## src/rtl/dsp_rf_pkg.sv

```systemverilog
// Shared constants and types for the 64x32 DSP/GPU register file and its masters.
package dsp_rf_pkg;

    // Register address and data widths; rd64x32d is built from the same values.
    localparam int unsigned RfAw    = 6;
    localparam int unsigned RfDw    = 32;

    // Address bit that selects the upper or lower bank of 32 registers.
    localparam int unsigned BankBit = 5;

    typedef logic [RfAw-1:0] rf_addr_t;
    typedef logic [RfDw-1:0] rf_data_t;

    // Bank of a register address: 0x05 and 0x25 differ only in this bit.
    function automatic logic rf_bank(input rf_addr_t addr);
        return addr[BankBit];
    endfunction

endpackage

```

## src/rtl/dsp_rf_opfifo.sv

```systemverilog
// Two-entry operand-pair FIFO between the RAM read stage and the operand consumer.
// The head entry is presented combinationally; storage resets to zero so the
// outputs read as zero after reset.
module dsp_rf_opfifo
    import dsp_rf_pkg::*;
#(
    parameter int unsigned DW = RfDw,
    parameter int unsigned FD = 2
) (
    input  logic          clk,
    input  logic          rst_n,
    input  logic          push,
    input  logic [DW-1:0] push_a,
    input  logic [DW-1:0] push_b,
    input  logic          pop,
    output logic [DW-1:0] head_a,
    output logic [DW-1:0] head_b,
    output logic [1:0]    occ
);

    localparam logic [1:0] Full = 2'(FD);

    logic [DW-1:0] mem_a_q [2];
    logic [DW-1:0] mem_b_q [2];
    logic          wr_ptr_q;
    logic          rd_ptr_q;
    logic [1:0]    occ_q;
    logic [1:0]    occ_d;
    logic          push_en;
    logic          pop_en;

    // Qualify push/pop so a misbehaving master cannot corrupt the pointers.
    always_comb begin
        pop_en  = pop & (occ_q != 2'd0);
        push_en = push & ((occ_q != Full) | pop_en);
        occ_d   = occ_q;
        unique case ({push_en, pop_en})
            2'b10:   occ_d = occ_q + 2'd1;
            2'b01:   occ_d = occ_q - 2'd1;
            default: occ_d = occ_q;
        endcase
    end

    // Storage, pointers and occupancy.
    always_ff @(posedge clk or negedge rst_n) begin
        if (!rst_n) begin
            for (int i = 0; i < 2; i++) begin
                mem_a_q[i] <= '0;
                mem_b_q[i] <= '0;
            end
            wr_ptr_q <= 1'b0;
            rd_ptr_q <= 1'b0;
            occ_q    <= 2'd0;
        end else begin
            if (push_en) begin
                mem_a_q[wr_ptr_q] <= push_a;
                mem_b_q[wr_ptr_q] <= push_b;
                wr_ptr_q          <= ~wr_ptr_q;
            end
            if (pop_en) begin
                rd_ptr_q <= ~rd_ptr_q;
            end
            occ_q <= occ_d;
        end
    end

    // Head of queue drives the consumer side.
    always_comb begin
        head_a = mem_a_q[rd_ptr_q];
        head_b = mem_b_q[rd_ptr_q];
        occ    = occ_q;
    end

    // The issuer's flow control must make a push into a full FIFO impossible.
    always_ff @(posedge clk) begin
        if (rst_n) begin
            assert (!(push && !pop && (occ_q == Full)));
        end
    end

endmodule

```

## src/rtl/dsp_rf_access.sv

```systemverilog
// Operand-fetch and writeback sequencer: sole master of both ports of rd64x32d.
// Port A always reads operand A; port B carries either a writeback or the operand B
// read, with writebacks taking absolute priority. Read data returns one cycle after
// the address and is captured into a 2-entry FIFO feeding a valid/ready stream.
module dsp_rf_access
    import dsp_rf_pkg::*;
#(
    parameter int unsigned AW = RfAw,
    parameter int unsigned DW = RfDw,
    parameter int unsigned FD = 2
) (
    input  logic          sys_clk,
    input  logic          resetl,
    // Operand-read issue
    input  logic          iss_valid,
    output logic          iss_ready,
    input  logic [AW-1:0] iss_ra,
    input  logic [AW-1:0] iss_rb,
    // Writeback, never stalled
    input  logic          wb_valid,
    input  logic [AW-1:0] wb_reg,
    input  logic [DW-1:0] wb_data,
    // Operand stream
    output logic          op_valid,
    input  logic          op_ready,
    output logic [DW-1:0] op_a,
    output logic [DW-1:0] op_b,
    // RAM port A (read-only)
    output logic [AW-1:0] aa,
    output logic [DW-1:0] da,
    output logic          nwea,
    output logic          clka,
    // RAM port B (shared read/write)
    output logic [AW-1:0] ab,
    output logic [DW-1:0] db,
    output logic          nweb,
    output logic          clkb,
    // RAM read data, valid one cycle after the address
    input  logic [DW-1:0] qa,
    input  logic [DW-1:0] qb
);

    logic       s1_v_q;
    logic [1:0] occ;
    logic       pop;
    logic       accept;
    logic [2:0] level;

    // Flow control: pairs in flight (S1 + FIFO) after this cycle's pop must leave
    // room for one more, and a writeback owns port B so no read can issue with it.
    always_comb begin
        op_valid  = (occ != 2'd0);
        pop       = op_valid & op_ready;
        level     = {1'b0, occ} + {2'b00, s1_v_q} - {2'b00, pop};
        iss_ready = resetl & ~wb_valid & (level < 3'd2);
        accept    = iss_valid & iss_ready;
    end

    // S1 flag: qa/qb carry issued data in the cycle after an accept.
    always_ff @(posedge sys_clk or negedge resetl) begin
        if (!resetl) begin
            s1_v_q <= 1'b0;
        end else begin
            s1_v_q <= accept;
        end
    end

    // RAM port mux; write strobes are gated by reset so nothing lands while held.
    always_comb begin
        aa   = iss_ra;
        da   = '0;
        nwea = 1'b1;
        clka = 1'b0;
        ab   = wb_valid ? wb_reg : iss_rb;
        db   = wb_data;
        clkb = wb_valid & resetl;
        nweb = ~(wb_valid & resetl);
    end

    dsp_rf_opfifo #(
        .DW (DW),
        .FD (FD)
    ) u_opfifo (
        .clk    (sys_clk),
        .rst_n  (resetl),
        .push   (s1_v_q),
        .push_a (qa),
        .push_b (qb),
        .pop    (pop),
        .head_a (op_a),
        .head_b (op_b),
        .occ    (occ)
    );

endmodule
```

## config.mk

```make
export PLATFORM = sky130hd
export DESIGN_NAME = dsp_rf_access
export DESIGN_NICKNAME = d
export VERILOG_FILES = /design/src/rtl/dsp_rf_pkg.sv /design/src/rtl/dsp_rf_opfifo.sv /design/src/rtl/dsp_rf_access.sv
export SDC_FILE = /design/constraint.sdc
export NUM_CORES = 1
export LEC_CHECK = 0
export BUFFER_PORTS_ARGS = -buffer_cell sky130_fd_sc_hd__buf_2
export CORE_MARGIN = 8
export CORE_UTILIZATION = 42
export DETAILED_ROUTE_END_ITERATION = 16
export HOLD_SLACK_MARGIN = 0.06
export PLACE_DENSITY = 0.67
export SLEW_MARGIN = 40
export SYNTH_ARGS = -nofsm -noshare
export SYNTH_HDL_FRONTEND = slang
export SYNTH_SLANG_ARGS = --single-unit
```

## constraint.sdc

```tcl
create_clock -name sys_clk -period 2.95 [get_ports sys_clk]
set_input_delay 0.295 -clock sys_clk [delete_from_list [all_inputs] [get_ports sys_clk]]
set_output_delay 0.295 -clock sys_clk [all_outputs]
set_load 0.05 [all_outputs]
```

Word-level counts from Yosys, hierarchy flattened:

Cells that the tools add are included.

* word-level logic and storage cells: 48
* input bits: 119
* flip-flop bits (word level): 133

* order comparisons: 4
* bitwise gates (word level): 14
* $add $sub $neg: 4
* reductions and logical operators: 3
* muxes and demuxes: 12
* eq/ne operators: 3

Operators by type and width (number)
* $mux W32: 7
* $bwmux W64: 2
* $demux W32 S1: 1
* $and A1 B1 Y1: 7
* $mux W6: 1
* $ge A2 B2 Y1 const B: 2
* $not A1 Y1: 4
* $not A1 Y2: 2
* $pmux W2 S2: 1
* $reduce_bool A2 Y1: 2
* $add A2 B1 Y3: 1
* $lt A3 B2 Y1 const B: 1
* $sub A3 B1 Y3: 1
* $add A2 B1 Y2 const B: 1
* $eq A2 B1 Y1 const B: 1
* $eq A2 B2 Y1 const B: 1
* $lt A2 B1 Y1 const B: 1
* $ne A2 B2 Y1 const B: 1
* $sub A2 B1 Y2 const B: 1
* $logic_and A1 B1 Y1: 1
* $or A1 B1 Y1: 1

Longest topological paths before layout:

* depth after elaboration: 7
* gate-level depth with buffers: 8

Hierarchy:

A second synthesis with hierarchy kept.

* cell total of the unflattened synthesis: 451
* area total of the unflattened synthesis: 6766.5 um^2

Modules (own cells, without submodules)
* dsp_rf_opfifo: area each 6019.5 um^2, cells an instance 357, times used 1, sequential area each 3303.2 um^2
* dsp_rf_access: area each 747.0 um^2, cells an instance 94, times used 1, sequential area each 25.0 um^2

Worst setup path after synthesis:

No wires, ideal clock.

* kind: reg-to-reg
* from: reg u_opfifo.occ_q[1] (netlist: u_opfifo.occ[1])
* to: reg s1_v_q
* period minus slack after synthesis: 3457 ps
* required time: 2879 ps
* arrival time: 3386 ps
* path slack: -507 ps
* cell stages (with the launch flop): 9
* path through: dfrtp_1 or2_2 and2_1 ha_1 nand2b_1 fa_1 xor2_1 nor3_1 and2_1

* cells in the longest elaborated chain, start to end: 6
* elaborated cells between the ends (all ways): 7

RTL lines
* from (decl): RTL line dsp_rf_opfifo.sv:27 `logic [1:0] occ_q;`
* from (signal assigned): RTL line dsp_rf_opfifo.sv:53 `occ_q <= 2'd0;`
* from (signal assigned): RTL line dsp_rf_opfifo.sv:63 `occ_q <= occ_d;`
* $reduce_bool A2 Y1: RTL line dsp_rf_access.sv:52 `op_valid = (occ != 2'd0);`
* named net op_valid: RTL line dsp_rf_access.sv:24 `output logic op_valid,`
* $and A1 B1 Y1: RTL line dsp_rf_access.sv:53 `pop = op_valid & op_ready;`
* $sub A3 B1 Y3: RTL line dsp_rf_access.sv:54 `level = {1'b0, occ} + {2'b00, s1_v_q} - {2'b00, pop};`
* $lt A3 B2 Y1: RTL line dsp_rf_access.sv:55 `iss_ready = resetl & ~wb_valid & (level < 3'd2);`
* $and A1 B1 Y1: RTL line dsp_rf_access.sv:55
* named net iss_ready: RTL line dsp_rf_access.sv:16 `output logic iss_ready,`
* $and A1 B1 Y1: RTL line dsp_rf_access.sv:56 `accept = iss_valid & iss_ready;`
* named net accept: RTL line dsp_rf_access.sv:46 `logic accept;`
* to (signal assigned): RTL line dsp_rf_access.sv:64 `s1_v_q <= accept;`
* to (decl): RTL line dsp_rf_access.sv:43 `logic s1_v_q;`

The timed path passes the listed nets, and every way through them passes these cells.
A chain may end at the register's enable or synchronous reset.

Worst setup path in the final report:

* from: reg u_opfifo.occ_q[1] (netlist: u_opfifo.occ[1])
* to: out iss_ready

* cells in the longest elaborated chain, start to end: 5
* elaborated cells between the ends (all ways): 6

RTL lines (RTL line)
* parallel branches: the longest is 2 deep, another holds $add A2 B1 Y3
* $sub A3 B1 Y3 (*): dsp_rf_access.sv:54
* $lt A3 B2 Y1 (*): dsp_rf_access.sv:55
* $and A1 B1 Y1 (*): dsp_rf_access.sv:55
* to (decl): dsp_rf_access.sv:16

Every way passes the cells marked *.

==> results.ini <==
[run_status]
status=complete, no violations

[critical_path]
slowest_stage=fa_1
worstSetupEndpointType=output pin
path_class=reg2out
start_kind=flip-flop
max_stage_delay_ps=540
cp.buffers_inverters=1
required_ps=2650
path_cells=or2_4 -> and2_4 -> ha_4 -> nand2b_4 -> fa_1 -> nand2_2 -> nor3_4 -> buf_6
worstPathArrival_ps=2550
r2r_slack_ps=790
path_delay_family=simple AND/OR/NAND/NOR gates
critPathMaxFanout=3

[floorplan]
core_area_mm2=0.0158
dieHeight_um=143
initial_core_util_pct=42.7
die_area_mm2=0.0203
fp.dieW_um=143
rows=46
ios=265

[power]
p_leak_nw=3.72
clkPwrFrac_pct=19.3
p_sw_mw=4.95
ir_drop_uv=907
power.total_mw=11.3
seqPwrFrac_pct=29.0
p_int_mw=6.33
swShare_pct=43.9
pwr-share-comb_pct=51.8
powerDensity_mw_per_mm2=1420

[timing]
finalCriticalPeriod_ps=2850
finalCritPeriodShare_pct=96.6
clock_skew_ps=7.74
maxSlewHeadroom_pct=57.0
finalSetupViolations=0
hold_viol_final=0
slew_viol_final=0
clock.fmax_mhz=351
fin_tns_setup_ps=0
rsz0062_at_grt=false
worst_pin_slew_ps=645

[global_routing]
grt_pass1_wl_um=23700
grt_antenna_before_repair=1
grt_use_total_pct=15.0
overflow=0
grt_max_degree=68
grt_pass1_vias=4522

[route]
first_pass_iters=3
wl_um=14600
wl_per_cell_um=18.2
drc_errors=0
ant_nets=0
vias=3795
vias_per_cell=4.74
first_iter_violations=109

[placed_design]
gp_congestion=0.710
place.port_buffers=154
detailed_place_hpwl_um=10100
dp_cells=767

[clock_network]
path_clk_slew_ps=60
cts_num_sinks=133
ctsRootBufferMaster=clkbuf_16
h-tree-depth=4
cts-buffers-inserted=17
cts_buffer_depth=2
clock_latency_ps=410
cts_tree=built

[run]
cap_viol_max_count=0

[synthesis]
yosysWarningCount=0
synth_top_area_cell=dfrtp_1
synth_seq_cells=133
synth_cell_types=24
synth_top_area_share_pct=49.5
syn_area_mm2=0.00673
syn_avg_cell_area_um2=15.0
yosysSeqAreaShare_pct=49.5
synth_cells=450
synth_area_leaders=dfrtp_1 (49%), mux2_2 (22%), mux2_4 (13%)

[cells_and_area]
layout_common_cells=buf_2 (152), mux2_2 (132), dfrtp_1 (130), mux2_4 (60), conb_1 (34)
fin_cells=801
layout_commonest_cell=buf_2
syn2layout_area_growth_pct=18.0
diodes=0
drive_above_1_share_pct=67.9
fin_nets=695
fillers=1379

[hold_path]
hp-class=in2reg

final timing paths:
check | startpoint | to | depth (start not counted)
max in group asynchronous | resetl | u_opfifo.rd_ptr_q | 3
max reg2reg | u_opfifo.occ[1] | s1_v_q | 8
min | iss_valid | s1_v_q | 2
min reg2reg | u_opfifo.mem_b_q[8] | u_opfifo.mem_b_q[8] | 1
max | u_opfifo.occ[1] | iss_ready | 8
min in group asynchronous | resetl | u_opfifo.occ[1] | 2
power groups by stage:
stage | logic (mW) | clock network, mW | registers, mW
floorplan | 5.00 | 0 | 3.06
global placement | 5.73 | 0 | 3.22
detailed placement | 5.80 | 0 | 3.30
CTS | 5.91 | 2.24 | 3.27
global route | 6.14 | 2.31 | 3.39
finish | 5.84 | 2.17 | 3.27
layout make-up:
type	instances	area (um2)	share of cell area (%)
timing repair buffer	165	897	11.3
sequential	133	3330	42.0
clock inverter	8	123	1.55
tap	216	270	3.41
multi-input combinational	254	2820	35.5
inverter	2	7.51	0.0946
clock buffer	23	488	6.15
per-layer routing:
| layer | global-route usage, % | part of all wire, % | vias up |
|---|---|---|---|
| li1 | - | - | 1692 |
| met5 | 0 | 0.11 | - |
| met2 | 25.0 | 50 | 129 |
| met3 | 5.30 | 7.4 | 41 |
| met1 | 16.7 | 40 | 1931 |
| met4 | 7.61 | 2.4 | 2 |
cells in the mapped netlist:
cell	instances
mux2_1	6
conb_1	2
mux2_2	132
buf_2	11
buf_6	1
mux2_4	60
buf_4	72
nor3_1	1
or2_2	1
inv_1	2
nor2_4	1
nor3b_2	1
xor2_1	3
nor2_1	1
nand2_1	3
fa_1	1
clkbuf_1	3
xnor2_1	3
ha_1	2
nand2b_1	2
nor3b_4	1
and2_1	2
dfrtp_1	133
buf_12	6
repair_timing:
| item | 4_1_cts | 5_1_grt |
|---|---|---|
| gates resized for setup | 9 | 0 |
| pin swaps | 3 | 1 |
| endpoints found under the setup margin | 1 | 1 |
| buffers inserted | 2 | 0 |
| hold buffers | 1 | 0 |
| hold endpoints to repair | 2 | 0 |
worst register-to-register path, delay by kind of cell, from the launching register on:
family / cells / cell delay, ps
flops: 1 / 410
simple gates: 6 / 950
fa+ha+maj: 2 / 750
registers in the layout, summed over array words and instances (netlist names):
signal and flops:
u_opfifo.mem_a_q 64, u_opfifo.mem_b_q 64, u_opfifo.occ 2, s1_v_q 1, u_opfifo.rd_ptr_q 1, u_opfifo.wr_ptr_q 1
per-stage QoR:
| stage | util (%) | instance area, um2 | hold slack [ps] | worst slack [ps] |
|---|---|---|---|---|
| global route | 50.3 | 7940 | 77.9 | 21.2 |
| floorplan | - | 6860 | -0.591 | 123 |
| finish | 50.3 | 7940 | 88.4 | 101 |
| CTS | 50.3 | 7930 | 63.1 | 59.1 |
| global placement | 46.0 | 7260 | 114 | 309 |
| detailed placement | 46.0 | 7260 | 115 | 228 |
cell families (layout without fill, tap and decap cells):
group,Yosys count,after routing,share of synthesized area (%)
mux,198,198,36.5
fa+ha+maj,3,3,0.669
buf+inv,95,198,11.1
xor+xnor,6,6,0.781
flops,133,133,49.5
simple gates,13,13,1.39
other cells,2,34,0.112
(Power assumes the default switching activity.)
